### config.mk
export PLATFORM = sky130hd
export DESIGN_NAME = signed_divider_flat
export DESIGN_NICKNAME = d
export VERILOG_FILES = /design/src/rtl/signed_div_pkg.sv /design/src/rtl/signed_divider_if.sv /design/src/rtl/signed_divider_div_step.sv /design/src/rtl/signed_divider.sv /design/src/flat_wrapper.sv
export SDC_FILE = /design/constraint.sdc
export NUM_CORES = 1
export LEC_CHECK = 0
export CORE_ASPECT_RATIO = 1.2
export CORE_MARGIN = 1
export CORE_UTILIZATION = 40
export DETAILED_ROUTE_END_ITERATION = 12
export DONT_BUFFER_PORTS = 1
export PLACE_DENSITY = 0.61
export SYNTH_ARGS = -nofsm -noshare
export SYNTH_HDL_FRONTEND = slang
export SYNTH_HIERARCHICAL = 1
export SYNTH_SLANG_ARGS = --single-unit
export TNS_END_PERCENT = 5
### constraint.sdc
create_clock -name clk -period 3.41 [get_ports clk]
set_clock_uncertainty 0.1 [all_clocks]
set_input_delay 0.5115 -clock clk [delete_from_list [all_inputs] [get_ports clk]]
set_output_delay 0.5115 -clock clk [all_outputs]
set_load 0.1 [all_outputs]
### src/rtl/signed_div_pkg.sv
// -----------------------------------------------------------------------------
// signed_div_pkg
// Shared constants and types for the signed_divider block.
//   DIVIDEND_W / DIVISOR_W : operand widths (quotient/remainder are DIVISOR_W)
//   Q_MAX / Q_MIN          : saturation values for the signed quotient
//   state_t                : controller states
// -----------------------------------------------------------------------------
package signed_div_pkg;

    localparam int DIVIDEND_W = 32;
    localparam int DIVISOR_W  = 16;

    localparam logic [DIVISOR_W-1:0] Q_MAX = 16'h7FFF;
    localparam logic [DIVISOR_W-1:0] Q_MIN = 16'h8000;

    typedef enum logic [1:0] {
        IDLE,
        CALC,
        SIGN
    } state_t;

endpackage

### src/rtl/signed_divider_if.sv
// -----------------------------------------------------------------------------
// signed_divider_if
// Request/result bundle of the signed divider.
//   in_valid, dividend, divisor         : request from master
//   in_ready                            : divider idle and accepting
//   out_valid                           : one-cycle result strobe
//   quotient, remainder, ovf, div_zero  : result, held until next out_valid
// Operands and results are two's-complement values carried as plain vectors.
// -----------------------------------------------------------------------------
interface signed_divider_if;
    import signed_div_pkg::*;

    logic                  in_valid;
    logic                  in_ready;
    logic [DIVIDEND_W-1:0] dividend;
    logic [DIVISOR_W-1:0]  divisor;
    logic                  out_valid;
    logic [DIVISOR_W-1:0]  quotient;
    logic [DIVISOR_W-1:0]  remainder;
    logic                  ovf;
    logic                  div_zero;

    modport master (
        output in_valid, dividend, divisor,
        input  in_ready, out_valid, quotient, remainder, ovf, div_zero
    );

    modport slave (
        input  in_valid, dividend, divisor,
        output in_ready, out_valid, quotient, remainder, ovf, div_zero
    );

endinterface

### src/rtl/signed_divider_div_step.sv
// -----------------------------------------------------------------------------
// div_step
// One restoring-division iteration (purely combinational).
//   partial     : {remainder, next dividend bit}, 17 bits
//   divisor_abs : |D|
//   rem_next    : partial - |D| if that does not go negative, else partial
//   q_bit       : 1 when the subtraction was taken
// -----------------------------------------------------------------------------
module div_step
    import signed_div_pkg::*;
(
    input  logic [DIVISOR_W:0]   partial,
    input  logic [DIVISOR_W-1:0] divisor_abs,
    output logic [DIVISOR_W-1:0] rem_next,
    output logic                 q_bit
);

    logic [DIVISOR_W-1:0] diff;

    // When the subtraction is taken the true difference is below |D|, so the
    // low 16 bits of the modular difference are exact.
    assign diff     = partial[DIVISOR_W-1:0] - divisor_abs;
    assign q_bit    = (partial >= {1'b0, divisor_abs});
    assign rem_next = q_bit ? diff : partial[DIVISOR_W-1:0];

endmodule

### src/rtl/signed_divider.sv
// -----------------------------------------------------------------------------
// signed_divider
// Sequential signed divider: 32-bit dividend / 16-bit divisor -> 16-bit
// quotient and remainder, restoring algorithm, one bit per cycle, fixed
// 17-cycle latency from accept to out_valid.
//   clk  : clock, rising edge
//   rst  : asynchronous reset, active low
//   bus  : signed_divider_if.slave (request, result and flags)
// Quotient saturates to 0x7FFF / 0x8000 with ovf=1; divide by zero returns
// 0x7FFF / 0x8000 by dividend sign with div_zero=1.
// Build option ROUND_NEAREST_EN: round quotient half away from zero
// (remainder stays the truncated one).
// -----------------------------------------------------------------------------
module signed_divider
    import signed_div_pkg::*;
(
    input  logic           clk,
    input  logic           rst,
    signed_divider_if.slave bus
);

    state_t state, state_next;

    logic [DIVISOR_W-1:0] rem;      // partial remainder
    logic [DIVISOR_W-1:0] low;      // dividend low bits, shifted out as quotient shifts in
    logic [DIVISOR_W-1:0] d_abs;
    logic [3:0]           cnt;
    logic                 sign_q, sign_r, pre_ovf, dz;

    // Magnitudes of the incoming operands; 0x80000000 and 0x8000 map to themselves.
    logic [DIVIDEND_W-1:0] n_abs_in;
    logic [DIVISOR_W-1:0]  d_abs_in;
    logic                  pre_ovf_in;

    assign n_abs_in   = bus.dividend[DIVIDEND_W-1] ? (~bus.dividend + 32'd1) : bus.dividend;
    assign d_abs_in   = bus.divisor[DIVISOR_W-1]   ? (~bus.divisor + 16'd1)  : bus.divisor;
    // Upper half already >= |D| means the unsigned quotient needs 17+ bits.
    assign pre_ovf_in = (n_abs_in[DIVIDEND_W-1:DIVISOR_W] >= d_abs_in);

    assign bus.in_ready = (state == IDLE);

    // ---------------- controller ----------------
    always_ff @(posedge clk or negedge rst) begin
        if (!rst) state <= IDLE;
        else      state <= state_next;
    end

    // NOTE: every always_comb output gets a default first so no path can infer a latch.
    always_comb begin
        state_next = state;
        case (state)
            IDLE:    if (bus.in_valid) state_next = CALC;
            CALC:    if (cnt == 4'd15) state_next = SIGN;
            SIGN:    state_next = IDLE;
            default: state_next = IDLE;
        endcase
    end

    // ---------------- restoring step ----------------
    logic [DIVISOR_W-1:0] step_rem;
    logic                 step_q;

    div_step u_step (
        .partial     ({rem, low[DIVISOR_W-1]}),
        .divisor_abs (d_abs),
        .rem_next    (step_rem),
        .q_bit       (step_q)
    );

    // ---------------- sign / saturation ----------------
    logic [DIVISOR_W:0]   mag;      // one extra bit so a rounding carry is not lost
    logic                 sat;
    logic [DIVISOR_W-1:0] q_fin, r_fin;
    logic                 ovf_fin;

    always_comb begin
        mag = {1'b0, low};
`ifdef ROUND_NEAREST_EN
        if ({rem, 1'b0} >= {1'b0, d_abs}) mag = mag + 17'd1;
`endif
        sat     = pre_ovf || (sign_q ? (mag > 17'h08000) : (mag > 17'h07FFF));
        q_fin   = sign_q ? (~mag[DIVISOR_W-1:0] + 16'd1) : mag[DIVISOR_W-1:0];
        r_fin   = sign_r ? (~rem + 16'd1) : rem;
        ovf_fin = 1'b0;
        if (dz) begin
            q_fin = sign_r ? Q_MIN : Q_MAX;
            r_fin = '0;
        end else if (sat) begin
            q_fin   = sign_q ? Q_MIN : Q_MAX;
            r_fin   = '0;
            ovf_fin = 1'b1;
        end
    end

    // ---------------- datapath ----------------
    // NOTE: sequential state uses non-blocking assignments only, so every register samples pre-edge values.
    always_ff @(posedge clk or negedge rst) begin
        if (!rst) begin
            // NOTE: all of these are individual registers (no memory array), so all are reset; outputs must read 0 after an abort.
            rem           <= '0;
            low           <= '0;
            d_abs         <= '0;
            cnt           <= '0;
            sign_q        <= 1'b0;
            sign_r        <= 1'b0;
            pre_ovf       <= 1'b0;
            dz            <= 1'b0;
            bus.out_valid <= 1'b0;
            bus.quotient  <= '0;
            bus.remainder <= '0;
            bus.ovf       <= 1'b0;
            bus.div_zero  <= 1'b0;
        end else begin
            bus.out_valid <= 1'b0;
            case (state)
                IDLE: if (bus.in_valid) begin
                    d_abs   <= d_abs_in;
                    sign_q  <= bus.dividend[DIVIDEND_W-1] ^ bus.divisor[DIVISOR_W-1];
                    sign_r  <= bus.dividend[DIVIDEND_W-1];
                    dz      <= (bus.divisor == '0);
                    pre_ovf <= pre_ovf_in;
                    rem     <= pre_ovf_in ? '0 : n_abs_in[DIVIDEND_W-1:DIVISOR_W];
                    low     <= n_abs_in[DIVISOR_W-1:0];
                    cnt     <= '0;
                end
                CALC: begin
                    rem <= step_rem;
                    low <= {low[DIVISOR_W-2:0], step_q};
                    cnt <= cnt + 4'd1;
                end
                SIGN: begin
                    bus.quotient  <= q_fin;
                    bus.remainder <= r_fin;
                    bus.ovf       <= ovf_fin;
                    bus.div_zero  <= dz;
                    bus.out_valid <= 1'b1;
                end
                default: ;
            endcase
        end
    end

endmodule
### src/flat_wrapper.sv
// flat-port wrapper written by rule: the top's interface ports become plain ports
module signed_divider_flat import signed_div_pkg::*;
  (clk, rst, bus_in_valid, bus_dividend, bus_divisor, bus_in_ready, bus_out_valid, bus_quotient, bus_remainder, bus_ovf, bus_div_zero);
  signed_divider_if bus_i ();
  input  logic clk;
  input  logic rst;
  input wire logic [$bits(bus_i.in_valid)-1:0] bus_in_valid;
  input wire logic [$bits(bus_i.dividend)-1:0] bus_dividend;
  input wire logic [$bits(bus_i.divisor)-1:0] bus_divisor;
  output wire logic [$bits(bus_i.in_ready)-1:0] bus_in_ready;
  output wire logic [$bits(bus_i.out_valid)-1:0] bus_out_valid;
  output wire logic [$bits(bus_i.quotient)-1:0] bus_quotient;
  output wire logic [$bits(bus_i.remainder)-1:0] bus_remainder;
  output wire logic [$bits(bus_i.ovf)-1:0] bus_ovf;
  output wire logic [$bits(bus_i.div_zero)-1:0] bus_div_zero;
  assign bus_i.in_valid = bus_in_valid;
  assign bus_i.dividend = bus_dividend;
  assign bus_i.divisor = bus_divisor;
  assign bus_in_ready = bus_i.in_ready;
  assign bus_out_valid = bus_i.out_valid;
  assign bus_quotient = bus_i.quotient;
  assign bus_remainder = bus_i.remainder;
  assign bus_ovf = bus_i.ovf;
  assign bus_div_zero = bus_i.div_zero;
  signed_divider u_core (.clk(clk), .rst(rst), .bus(bus_i));
endmodule
==> results.tsv <==
metric	value	unit
slowest CP cell	or4_1	
core box area	16300	um2
final worst path period share	105	%
Worst setup SP type	primary input	
Leak	3.49	nW
CP Class	in2reg	
Die Area	17200	um2
Setup Total Neg Slack	-2040	ps
row cnt	51	
syn avg cell area	8.61	um2
crit-path most repeated cell	buf_4	
share of cells above drive strength 1	18.0	%
commonest non-fill, non-tap cell in the layout	dfrtp_1	
All-Layer GR Usage	21.2	%
Area Growth Syn to Fin	18.9	%
cts bufs inserted	9	
min Tclk post-route	3580	ps
first-pass GRT wire length	28600	um
Initial DRT Pass Iterations	5	
die span in y	144	um
Seq/Total Area, Yosys	34.8	%
worst setup margin	-175	ps
min-delay src	bus_divisor[15]	
CTS tree	yes	
RSZ-0062 raised after global routing	yes	
post-place setup slack	-662	ps
Final ANT Viol Nets	0	
DPL Wire Length	13600	um
number of clock sinks	93	
WP data arrival	3750	ps
Syn Nets	865	
Worst Setup End Kind	flop	
DIE WIDTH	120	um
Slew Limit Fails	0	
final setup violation count	17	
final core utilization	48.8	%
synth warn	6	
DR DRC count	0	
Max rail drop VDD	0.436	mV
Overflow after GRT	0	
worst r2r src	u_core/rem[13]$_DFFE_PN0P_	
initial antenna violation count	0	
CTS H-tree lvls	3	
Root Buffer	clkbuf_16	
Skew-Pair Late Insertion Delay	360	ps
CP max FO	9	
post-layout net count	907	
Achievable Freq	279	MHz
RePlAce Congestion	0.865	
max-cap viol count	0	
Clock Pin Slew Worst Setup and Hold Paths	70	ps
diode count	0	
vias	5895	
tightest slew margin relative to the limit	28.8	%
Hold Vio Cnt, Final	0	
Synth Flop Type	dfrtp_1	
vias in the first global route	5694	
CP max stage delay	580	ps
Synth Cell Area	6680	um2
Hold WC Path Type	in2reg	
final WL	18800	um
crit path launch	bus_dividend[12]	
Syn Inst Count	776	
pin count of the biggest net entering global routing	94	
run status	complete, but fails checks	
Yosys cell types	63	
most frequent cells in the layout	93 x dfrtp_1, 91 x o21ai_0, 82 x nand2_1, 68 x xor2_1, 63 x buf_4	
via-per-instance ratio	5.70	
post-synthesis async set-or-reset flop share	100	%
failing checks	setup timing	
WP data required	3580	ps
Seq cells post-synth	93	
design area	7940	um2
drt wl/cell	18.1	um
CTS max path bufs	2	
io pins	87	
IO Port Bufs	0	
starting density of the core	41.0	%
placed inst area	7190	um2
DRT iter0 DRCs	347	
Post-synth EDFFs	0	
critical-path cell list	or4_1 -> nor3_2 -> nand3_2 -> buf_4 -> buf_4 -> o31ai_4 -> xor2_1 -> inv_1 -> ha_4 -> and4_4 -> a221oi_2 -> o21ai_2 -> a31oi_4 -> buf_6 -> o21bai_4 -> o22ai_1	
pwr dens	1010	nW/um2
worst slew pin tran	1070	ps
-- critical path: cells and delay by family --
kind                     cells  cell delay (ps)
XOR/XNOR                     1              240
AND/OR/NAND/NOR              4             1040
AO/OA/AOI/OAI                6             1140
adder cells (fa/ha/maj)      1              220
buffers and inverters        4              590
-- state kept, by name (all words and copies together), names as in the netlist --
signal / count
u_core/rem: 16
u_core/low: 16
u_core/state: 2
u_core/d_abs: 16
u_core/bus.ovf: 1
u_core/bus.div_zero: 1
u_core/bus.remainder: 16
u_core/dz: 1
u_core/pre_ovf: 1
u_core/cnt: 4
u_core/bus.quotient: 16
u_core/bus.out_valid: 1
u_core/sign_q: 1
u_core/sign_r: 1
-- routing by layer --
layer	vias to the layer above	GRT usage (%)	share of wire (%)
met2	157	33.9	48
met5	-	0	0
met4	0	9.08	2.8
li1	2870	-	-
met3	29	4.09	5.0
met1	2839	27.9	44
-- worst paths after layout --
path / to / slack (ps) / cells past startpoint
worst max-delay path: u_core/rem[11]$_DFFE_PN0P_ / -170 / 16
worst min-delay path: u_core/dz$_DFFE_PN0P_ / 150 / 1
worst max register to register: u_core/rem[10]$_DFFE_PN0P_ / 350 / 10
worst min register to register: u_core/d_abs[3]$_DFFE_PN0P_ / 380 / 2
max in group asynchronous: u_core/bus.remainder[14]$_DFFE_PN0P_ / 2120 / 2
min in group asynchronous: u_core/d_abs[8]$_DFFE_PN0P_ / 690 / 2
-- logic make-up after synthesis --
kind of cell             count (synthesis)  synth area share [%]
AO/OA/AOI/OAI                          250                  23.1
XOR/XNOR                                83                  10.9
adder cells (fa/ha/maj)                 38                  7.23
buffers and inverters                   88                  5.34
flip-flops                              93                  34.8
multiplexers                            19                  3.54
AND/OR/NAND/NOR                        205                  15.1
-- repair_timing --
| item | CTS | global route |
|---|---|---|
| endpoints found under the setup margin | 17 | 17 |
| hold buffers | 2 | 0 |
| setup buffers | 8 | 11 |
| endpoints found under the hold margin | 93 | 0 |
| pin swaps | 11 | 29 |
| resized for setup | 13 | 37 |
| gates cloned | 0 | 2 |
-- final cells by class --
cell class | instances | area (um2)
clock inverter | 7 | 103
tap | 212 | 265
sequential | 93 | 2330
multi-input combinational | 597 | 4280
timing repair buffer | 68 | 544
inverter | 49 | 199
clock buffer | 9 | 225
fill | 1575 | 8330
-- power by group --
part | leakage [nW] | switching, W | internal (W)
clock | 0.162 | 0.000464 | 0.000653
combinational | 2.16 | 0.00219 | 0.00195
sequential | 1.17 | 0.00124 | 0.00153
-- synth_stat cells (3+ instances only) --
cell type | count | share of area, %
nand2_1 | 83 | 4.7
or3_1 | 10 | 0.94
a21oi_1 | 50 | 3.7
o22ai_1 | 14 | 1.3
o21ai_0 | 99 | 7.4
o21a_1 | 3 | 0.34
clkbuf_1 | 36 | 2.0
mux2_4 | 8 | 1.8
nand2b_1 | 8 | 0.75
mux2i_1 | 6 | 0.90
and3_1 | 5 | 0.47
nor2b_1 | 7 | 0.66
xor2_1 | 68 | 8.9
a31oi_1 | 4 | 0.37
o21bai_1 | 5 | 0.56
nor4_1 | 5 | 0.47
nand4_1 | 5 | 0.47
a21o_1 | 4 | 0.45
xnor2_1 | 15 | 2.0
a22oi_1 | 14 | 1.6
or4_1 | 9 | 1.0
and2_1 | 4 | 0.37
ha_1 | 37 | 6.9
dfrtp_1 | 93 | 35
mux2_2 | 5 | 0.84
nor3_1 | 7 | 0.52
or2_2 | 4 | 0.37
inv_1 | 48 | 2.7
nor2_1 | 39 | 2.2
nand3_1 | 7 | 0.52
o31ai_1 | 21 | 2.4
o41ai_1 | 12 | 1.6
-- metrics by stage --
| step | hold slack [ps] | total power, W | instances |
|---|---|---|---|
| 2_1_floorplan | 116 | 0.00581 | 776 |
| 3_3_place_gp | 119 | 0.00660 | 998 |
| 3_5_place_dp | 120 | 0.00669 | 998 |
| 4_1_cts | 141 | 0.00788 | 1022 |
| 5_1_grt | 136 | 0.00858 | 1035 |
| 6_report | 148 | 0.00803 | 1035 |
No activity file was read; power rests on OpenSTA's default activity.
